**src/rtl/sevenseg_pkg.sv**
```systemverilog
// Shared constants for the seven-segment scan display.
//   SEG_OFF   : active-high segment pattern with every segment off
//   SEG_TABLE : active-high {g,f,e,d,c,b,a} pattern for each hex value 0-F,
//               indexed directly by the digit value
package sevenseg_pkg;

  localparam logic [6:0] SEG_OFF = 7'h00;

  // Entry 15 is written first so that SEG_TABLE[v] yields the pattern for v.
  localparam logic [15:0][6:0] SEG_TABLE = {
    7'h71, 7'h79, 7'h5E, 7'h39,   // F E d C
    7'h7C, 7'h77, 7'h6F, 7'h7F,   // b A 9 8
    7'h07, 7'h7D, 7'h6D, 7'h66,   // 7 6 5 4
    7'h4F, 7'h5B, 7'h06, 7'h3F    // 3 2 1 0
  };

  // Table lookup kept as a function so callers never index the constant directly.
  function automatic logic [6:0] seg_lookup(input logic [3:0] value);
    return SEG_TABLE[value];
  endfunction

endpackage

```
**src/rtl/seg7_decode.sv**
```systemverilog
// Combinational hex-to-seven-segment decoder, active-high output.
//   digit_i : 4-bit value 0-F
//   seg_o   : {g,f,e,d,c,b,a}, 1 = segment lit
module seg7_decode
  import sevenseg_pkg::*;
(
  input  logic [3:0] digit_i,
  output logic [6:0] seg_o
);

  // Pure table lookup; output polarity is applied by the caller.
  always_comb begin
    seg_o = seg_lookup(digit_i);
  end

endmodule

```
**src/rtl/sevenseg_scan.sv**
```systemverilog
// Four-digit multiplexed seven-segment driver for a common-anode display.
// Inputs are captured once per frame so a digit never changes mid-scan, and
// every digit slot opens with an all-off blanking interval against ghosting.
//   clk, rst_n          : clock, asynchronous active-low reset
//   digit1..digit4      : hex digit values, digit1 leftmost
//   dp                  : decimal-point enables, dp[3]=digit1 .. dp[0]=digit4
//   an                  : anode drive, an[3]=digit1 .. an[0]=digit4
//   seg, seg_dp         : segments {g,f,e,d,c,b,a} and decimal point
//   frame_tick          : one-cycle pulse after the last slot of each frame
// All outputs are registered and therefore reflect the scan position one clock late.
module sevenseg_scan
  import sevenseg_pkg::*;
#(
  parameter int CLK_HZ       = 50_000_000,
  parameter int SCAN_HZ      = 1000,
  parameter int BLANK_CYCLES = 500,
  parameter int LZB          = 1,
  parameter int AN_ACT_LOW   = 1,
  parameter int SEG_ACT_LOW  = 1
) (
  input  logic       clk,
  input  logic       rst_n,
  input  logic [3:0] digit1,
  input  logic [3:0] digit2,
  input  logic [3:0] digit3,
  input  logic [3:0] digit4,
  input  logic [3:0] dp,
  output logic [3:0] an,
  output logic [6:0] seg,
  output logic       seg_dp,
  output logic       frame_tick
);

  localparam int DIV   = CLK_HZ / SCAN_HZ;
  localparam int CNT_W = (DIV > 1) ? $clog2(DIV) : 1;

  localparam logic [CNT_W-1:0] CNT_LAST  = CNT_W'(DIV - 1);
  localparam logic [CNT_W-1:0] CNT_BLANK = CNT_W'(BLANK_CYCLES);

  // Idle (inactive) levels of the physical outputs for the chosen polarity.
  localparam logic [3:0] AN_IDLE  = (AN_ACT_LOW  != 0) ? 4'hF  : 4'h0;
  localparam logic [6:0] SEG_IDLE = (SEG_ACT_LOW != 0) ? ~SEG_OFF : SEG_OFF;
  localparam logic       DP_IDLE  = (SEG_ACT_LOW != 0) ? 1'b1  : 1'b0;

  generate
    if (DIV < BLANK_CYCLES + 1) begin : g_bad_cfg
      $error("sevenseg_scan: slot length DIV must be at least BLANK_CYCLES+1");
    end
  endgenerate

  logic [CNT_W-1:0] cnt_q, cnt_d;
  logic [1:0]       slot_q, slot_d;
  logic [15:0]      snap_dig_q;       // {digit1, digit2, digit3, digit4}
  logic [3:0]       snap_dp_q;
  logic [3:0]       an_q, an_d;
  logic [6:0]       seg_q, seg_d;
  logic             seg_dp_q, seg_dp_d;
  logic             frame_tick_q;

  logic             cnt_end_s;
  logic             frame_end_s;
  logic [3:0]       cur_digit_s;
  logic             cur_dp_s;
  logic             dark_s;
  logic [3:0]       an_act_s;
  logic [6:0]       dec_s;
  logic [6:0]       seg_act_s;
  logic             dp_act_s;

  seg7_decode u_decode (
    .digit_i (cur_digit_s),
    .seg_o   (dec_s)
  );

  // Next scan position, slot-muxed snapshot digit and next output values.
  always_comb begin
    cnt_end_s   = (cnt_q == CNT_LAST);
    frame_end_s = cnt_end_s && (slot_q == 2'd3);

    if (cnt_end_s) begin
      cnt_d  = {CNT_W{1'b0}};
      slot_d = slot_q + 2'd1;
    end else begin
      cnt_d  = cnt_q + {{(CNT_W-1){1'b0}}, 1'b1};
      slot_d = slot_q;
    end

    // Slot k shows digit(k+1), which sits at anode/dp bit 3-k.
    case (slot_q)
      2'd0:    begin cur_digit_s = snap_dig_q[15:12]; cur_dp_s = snap_dp_q[3]; end
      2'd1:    begin cur_digit_s = snap_dig_q[11:8];  cur_dp_s = snap_dp_q[2]; end
      2'd2:    begin cur_digit_s = snap_dig_q[7:4];   cur_dp_s = snap_dp_q[1]; end
      2'd3:    begin cur_digit_s = snap_dig_q[3:0];   cur_dp_s = snap_dp_q[0]; end
      default: begin cur_digit_s = 4'h0;              cur_dp_s = 1'b0;         end
    endcase

    // Segments go dark in the blanking window and for a suppressed leading zero;
    // the anode is still driven in the latter case.
    if (cnt_q < CNT_BLANK) begin
      an_act_s = 4'b0000;
      dark_s   = 1'b1;
    end else begin
      an_act_s = 4'b1000 >> slot_q;
      dark_s   = (LZB != 0) && (slot_q == 2'd0) && (cur_digit_s == 4'h0);
    end

    if (dark_s) begin
      seg_act_s = SEG_OFF;
      dp_act_s  = 1'b0;
    end else begin
      seg_act_s = dec_s;
      dp_act_s  = cur_dp_s;
    end

    an_d     = (AN_ACT_LOW  != 0) ? ~an_act_s  : an_act_s;
    seg_d    = (SEG_ACT_LOW != 0) ? ~seg_act_s : seg_act_s;
    seg_dp_d = (SEG_ACT_LOW != 0) ? ~dp_act_s  : dp_act_s;
  end

  // Prescaler, slot counter, per-frame snapshot and registered outputs.
  always_ff @(posedge clk or negedge rst_n) begin
    if (!rst_n) begin
      cnt_q        <= {CNT_W{1'b0}};
      slot_q       <= 2'd0;
      snap_dig_q   <= 16'h0000;
      snap_dp_q    <= 4'h0;
      an_q         <= AN_IDLE;
      seg_q        <= SEG_IDLE;
      seg_dp_q     <= DP_IDLE;
      frame_tick_q <= 1'b0;
    end else begin
      cnt_q        <= cnt_d;
      slot_q       <= slot_d;
      an_q         <= an_d;
      seg_q        <= seg_d;
      seg_dp_q     <= seg_dp_d;
      frame_tick_q <= frame_end_s;
      if (frame_end_s) begin
        snap_dig_q <= {digit1, digit2, digit3, digit4};
        snap_dp_q  <= dp;
      end else begin
        snap_dig_q <= snap_dig_q;
        snap_dp_q  <= snap_dp_q;
      end
    end
  end

  assign an         = an_q;
  assign seg        = seg_q;
  assign seg_dp     = seg_dp_q;
  assign frame_tick = frame_tick_q;

endmodule
```
**config.mk**
```make
export PLATFORM = sky130hd
export DESIGN_NAME = sevenseg_scan
export DESIGN_NICKNAME = d
export VERILOG_FILES = /design/src/rtl/sevenseg_pkg.sv /design/src/rtl/seg7_decode.sv /design/src/rtl/sevenseg_scan.sv
export SDC_FILE = /design/constraint.sdc
export NUM_CORES = 1
export LEC_CHECK = 0
export CAP_MARGIN = 10
export CORE_MARGIN = 2
export CORE_UTILIZATION = 45
export DETAILED_ROUTE_END_ITERATION = 10
export PLACE_DENSITY = 0.66
export SLEW_MARGIN = 30
export SYNTH_ARGS = -nofsm -noshare
export SYNTH_HDL_FRONTEND = slang
export SYNTH_SLANG_ARGS = --single-unit
```
**constraint.sdc**
```tcl
create_clock -name clk -period 7.2 [get_ports clk]
set_clock_uncertainty 0.1 [all_clocks]
set_input_delay 1.44 -clock clk [delete_from_list [all_inputs] [get_ports clk]]
set_output_delay 1.44 -clock clk [all_outputs]
set_load 0.01 [all_outputs]
```
======== Word level (Yosys, flattened, before mapping) ========
Memories as Yosys holds them, arrays and structs flattened.
Index checks and enable logic that the tools add are counted.
cells by class
  add/subtract/negate cells ............... 2
  magnitude comparators ................... 2
  equal/unequal tests ..................... 4
  shift operators ......................... 1
  mux-type cells .......................... 8
  bitwise operators ....................... 3
  reduce and logical (&&, ||, !) cells .... 4
operators with widths
  kind                                                          count
  adder 16 x 1 -> 16 bit (second input constant)                1
  == test 16 bit (second input constant)                        1
  less-than comparator 16 x 9 -> 1 bit (second input constant)  1
  two-way mux 16 bit                                            1
  one-hot mux 4 bit (4 select lines)                            1
  two-way mux 7 bit                                             2
  NOT 7 bit                                                     1
  less-than comparator 4 x 5 -> 1 bit (second input constant)   1
  == test 2 bit (second input constant)                         2
  logical NOT 4 bit                                             1
  two-way mux 4 bit                                             1
  NOT 4 bit                                                     1
  one-hot mux 1 bit (4 select lines)                            1
  right shift 4 x 2 -> 4 bit (first input constant)             1
  adder 2 x 1 -> 2 bit (second input constant)                  1
  == test 2 x 1 -> 1 bit (second input constant)                1
  logical AND 1 bit                                             2
  logical NOT 2 bit                                             1
  two-way mux 1 bit                                             2
  NOT 1 bit                                                     1
word-level totals
  register bits ........................... 51
  ROM bits ................................ 112
  output and inout port bits .............. 13
  logic and storage cells ................. 33
  memories ................................ 1
memory list
  memory           depth  width  read ports  clocked after memory_dff  write ports  RTL line            text
  (no name shown)  16     7      1           0                         0            sevenseg_pkg.sv:19  return SEG_TABLE[value];

======== Logic depth before layout (Yosys ltp) ========
  depth in word-level cells ............... 7
  gate-level depth with buffers ........... 11

======== Cells and area by module ========
Synthesis repeated with hierarchy kept, for this count alone.
unflattened totals
  cells, all modules ...................... 208
  area, all modules ....................... 2546.2 µm²
modules (own cells, without submodules)
  module         instances  cells each  area each (µm²)
  sevenseg_scan  1          175         2258.4
  seg7_decode    1          33          287.8

======== Worst setup path after synthesis ========
No wires, ideal clock.
  kind .................................... flip-flop to flip-flop
  start point ............................. register slot_q[0]
  end point ............................... register seg_q[2], in the netlist seg[2]
  arrival ................................. 2205 ps
  data required time ...................... 6999 ps
  path slack .............................. 4795 ps
  cell stages (with the launch flop) ...... 11
  path buffers ............................ 1
  period minus slack after synthesis ...... 2405 ps
  path through ............................ dfrtp_1 inv_1 ha_1 clkbuf_1 a21oi_1 a21oi_1 inv_1 ha_1 nand2_1 o31a_1 o221ai_1
between the ends
  cells in the longest elaborated chain, start to end .. 7
RTL lines
  item                                                                         RTL line              text
  start, declared                                                              sevenseg_scan.sv:52   logic [1:0] slot_q, slot_d;
  start signal, assigned                                                       sevenseg_scan.sv:133  slot_q <= slot_d;
  parallel branches: the longest is 5 deep, another holds memory (16 x 7 bit)  --
  two-way mux 7 bit *                                                          sevenseg_scan.sv:107  if (dark_s) begin
  NOT 7 bit *                                                                  sevenseg_scan.sv:116  seg_d = (SEG_ACT_LOW != 0) ? ~seg_act_s : seg_act_s;
  via seg_d[2]                                                                 sevenseg_scan.sv:56   logic [6:0] seg_q, seg_d;
  end signal, assigned                                                         sevenseg_scan.sv:135  seg_q <= seg_d;
  end, declared                                                                sevenseg_scan.sv:56
Mark *: on every way through the listed nets, which the timed path passes. The select of a mux whose other input is x is not followed.
A chain may end at the register's enable or synchronous reset.

======== Final worst setup path ========
  start point ............................. register seg_q[2], in the netlist seg[2]
  end point ............................... output seg[2]
RTL lines
  item           RTL line             text
  end, declared  sevenseg_scan.sv:29  output logic [6:0] seg,
No word-level cell between the ends.

==> key figures <==
Run status
  • Status: finished, final reports clean

Global routing
  • Initial antenna violation count: 0
  • Met1 usage: 22.84%
  • Global-route layer with the greatest usage: met2
  • Grt ovf: 0
  • Gr usage total: 16.09%
  • Largest net degree at the start of global routing: 52
  • Met2 usage: 24.14%
  • Met3 Usage GRT: 3.908%
  • Global-route wire length before repair: 7.659 mm
  • Vias in the first global route: 1568

Clock network
  • CTS tree: yes
  • Sinks on the clock net: 51
  • CTS buffer count: 5
  • H-tree levels: 2
  • Post-CTS setup buffer count: 0
  • Post-CTS resize count: 0
  • Clk root buf: clkbuf_8
  • Clk slew on worst S/H paths: 0.09 ns
  • Hold buffers post-CTS: 0
  • Worst skew pair latency: 0.31 ns
  • Max Buffers Root-to-Sink: 2

Setup path
  • Critical path class: reg2out
  • Worst EP arrival: 1.36 ns
  • Max stage delay on crit path: 0.52 ns
  • Setup crit end kind: output pin
  • Worst path slowest cell: dfstp_2
  • CP Buf/Inv Count: 1
  • WP data required: 5.66 ns
  • Top delay family on crit path: flip-flops
  • Maximum fanout along the worst path: 1
  • Element type at the critical path start: register
  • Worst path cell trace: clkdlybuf4s50_1

Placement
  • Port bufs: 34
  • DP Wirelength: 3.163 mm
  • DP Area: 2864 um2
  • Worst slack, placed: 4.338 ns
  • GP Congestion: 0.8670
  • DP Cell Count: 305

Synthesis
  • Main synth FF type: dfrtp_1
  • Mapped Cells: 205
  • Cell variety after synth: 40
  • Post-synthesis register bit count: 51
  • Cell Area, Synth: 2475 um2
  • Async S/R FF share, synth: 100.0%
  • Synth top area cells: dfrtp_1 (39%), dfstp_2 (13%), mux2_4 (12%)
  • Synth warnings: 0
  • Sequential fraction of the synthesis area: 52.17%
  • Synth area leader: dfrtp_1
  • Avg Inst Size Synth: 12.07 um2
  • Net count after synthesis: 238
  • EDFF count, synth: 0
  • Count leader, synth: dfrtp_1
  • Yosys top cell area share: 39.43%
  • Top cells by count, synth: dfrtp_1 (39), mux2_4 (20), nand2_1 (14), nor2_1 (14)

STA
  • Final setup viols: 0
  • Peak Freq: 345.4 MHz
  • RSZ-0062 raised after global routing: no
  • Worst slew margin: 53.93%
  • Tmin final: 2.895 ns
  • Final Cycle Share: 40.21%
  • Final WS setup: 4.305 ns
  • Setup tns final: 0 ns
  • WHS: 0.3978 ns
  • Fin. Hold Viols: 0
  • Final slew viol count: 0
  • Worst-Margin Slew: 0.6777 ns

Cells and area
  • # fillers: 454
  • Final Instance Count excl. Fillers: 313
  • Nets@finish: 273
  • N_diodes: 0
  • Final Cell Area: 3000 um2
  • Final core occ: 55.51%
  • Layout cells sized above 1: 18.67%
  • Synth-to-Final Area Change: 21.23%

Route
  • First-pass iteration count of the detailed router: 6
  • 1st-iter DRT viols: 87
  • Wire per inst: 14.47 um
  • Vias: 1607
  • Residual DRC: 0
  • Routed Antenna Nets: 0
  • Final WL: 4.529 mm
  • Routed vias/inst: 5.134

Hold path
  • HP Class: reg2reg

Power and ir drop
  • P_leak: 1.331 nW
  • Power, Total: 0.5676 mW
  • Pwr/cell area: 189.2 nW/um2
  • Worst vdd ir: 0.00009103 V

Floorplan
  • Std cell rows: 27
  • # IOs: 35
  • Die area: 6109 um2
  • Starting density of the core: 45.79%
  • Die Wd: 78.16 um
  • Core box area: 5405 um2
  • DIE HEIGHT: 78.16 um

Job
  • Max-Cap Viols: 0
cells by family after synthesis:
| group | synth area share (%) |
|---|---|
| AOI/OAI and AO/OA | 8.140 |
| xor gates and xnor gates | 4.601 |
| adders and majority gates | 5.561 |
| buffers and inverters | 3.084 |
| DFF | 52.17 |
| muxes | 13.80 |
| and+or+nand+nor | 12.64 |
power by group:
group	leakage [nW]	internal, mW	switching, mW
clock network	0.0654	0.139	0.0953
logic	0.655	0.0212	0.0159
registers	0.610	0.292	0.00401
total	1.33	0.452	0.115
worst paths after layout:
check | start | endpoint | slack (ns) | cells after the start
hold / removal | cnt_q[10] | cnt_q[10] | 0.40 | 1
max in group asynchronous | rst_n | cnt_q[2] | 5.55 | 1
setup / recovery | seg[2] | seg[2] | 4.30 | 1
setup reg to reg | cnt_q[13] | snap_dig_q[4] | 4.33 | 4
hold reg to reg | cnt_q[10] | cnt_q[10] | 0.40 | 1
min in group asynchronous | rst_n | cnt_q[15] | 1.05 | 1
sequential cells by signal (all words and copies together) (netlist names):
| signal | flops |
|---|---|
| cnt_q | 16 |
| snap_dig_q | 16 |
| seg | 7 |
| an | 4 |
| snap_dp_q | 4 |
| slot_q | 2 |
| frame_tick | 1 |
| seg_dp | 1 |
layer usage:
| layer | up-vias | wire (um) |
|---|---|---|
| met5 | - | 0 |
| met4 | 0 | 37 |
| met2 | 36 | 2054 |
| met3 | 5 | 174 |
| li1 | 789 | - |
| met1 | 777 | 2262 |
cell type report:
class | count | area (um2) | area share (%)
Clock buffer | 6 | 72.57 | 2.419
Clock inverter | 2 | 60.06 | 2.002
Inverter | 10 | 37.54 | 1.251
Multi-Input combinational cell | 138 | 1111 | 37.03
Sequential cell | 51 | 1291 | 43.04
Tap cell | 72 | 90.09 | 3.002
Timing Repair Buffer | 34 | 337.8 | 11.26
placed cells by master (no fill, tap or decap), types with 2 or more instances in the layout:
| master | synthesis | layout |
|---|---|---|
| nand3_1 | 11 | 11 |
| nand4_1 | 2 | 2 |
| a222oi_1 | 3 | 3 |
| o21ai_0 | 12 | 12 |
| bufinv_16 | 0 | 2 |
| o221ai_1 | 2 | 2 |
| and3_1 | 2 | 2 |
| a211oi_1 | 2 | 2 |
| and2_1 | 2 | 2 |
| mux2_4 | 20 | 20 |
| xnor2_1 | 8 | 8 |
| nor2_1 | 14 | 14 |
| dfstp_2 | 12 | 12 |
| inv_1 | 10 | 10 |
| a22oi_1 | 2 | 2 |
| nand2_1 | 14 | 14 |
| clkdlybuf4s50_1 | 0 | 33 |
| xor2_1 | 5 | 5 |
| ha_1 | 11 | 11 |
| nor2b_1 | 2 | 2 |
| a21oi_1 | 5 | 5 |
| mux2i_1 | 3 | 2 |
| nor4_1 | 3 | 3 |
| clkbuf_8 | 0 | 5 |
| dfrtp_1 | 39 | 39 |
Power figures use the tool's default switching activity.
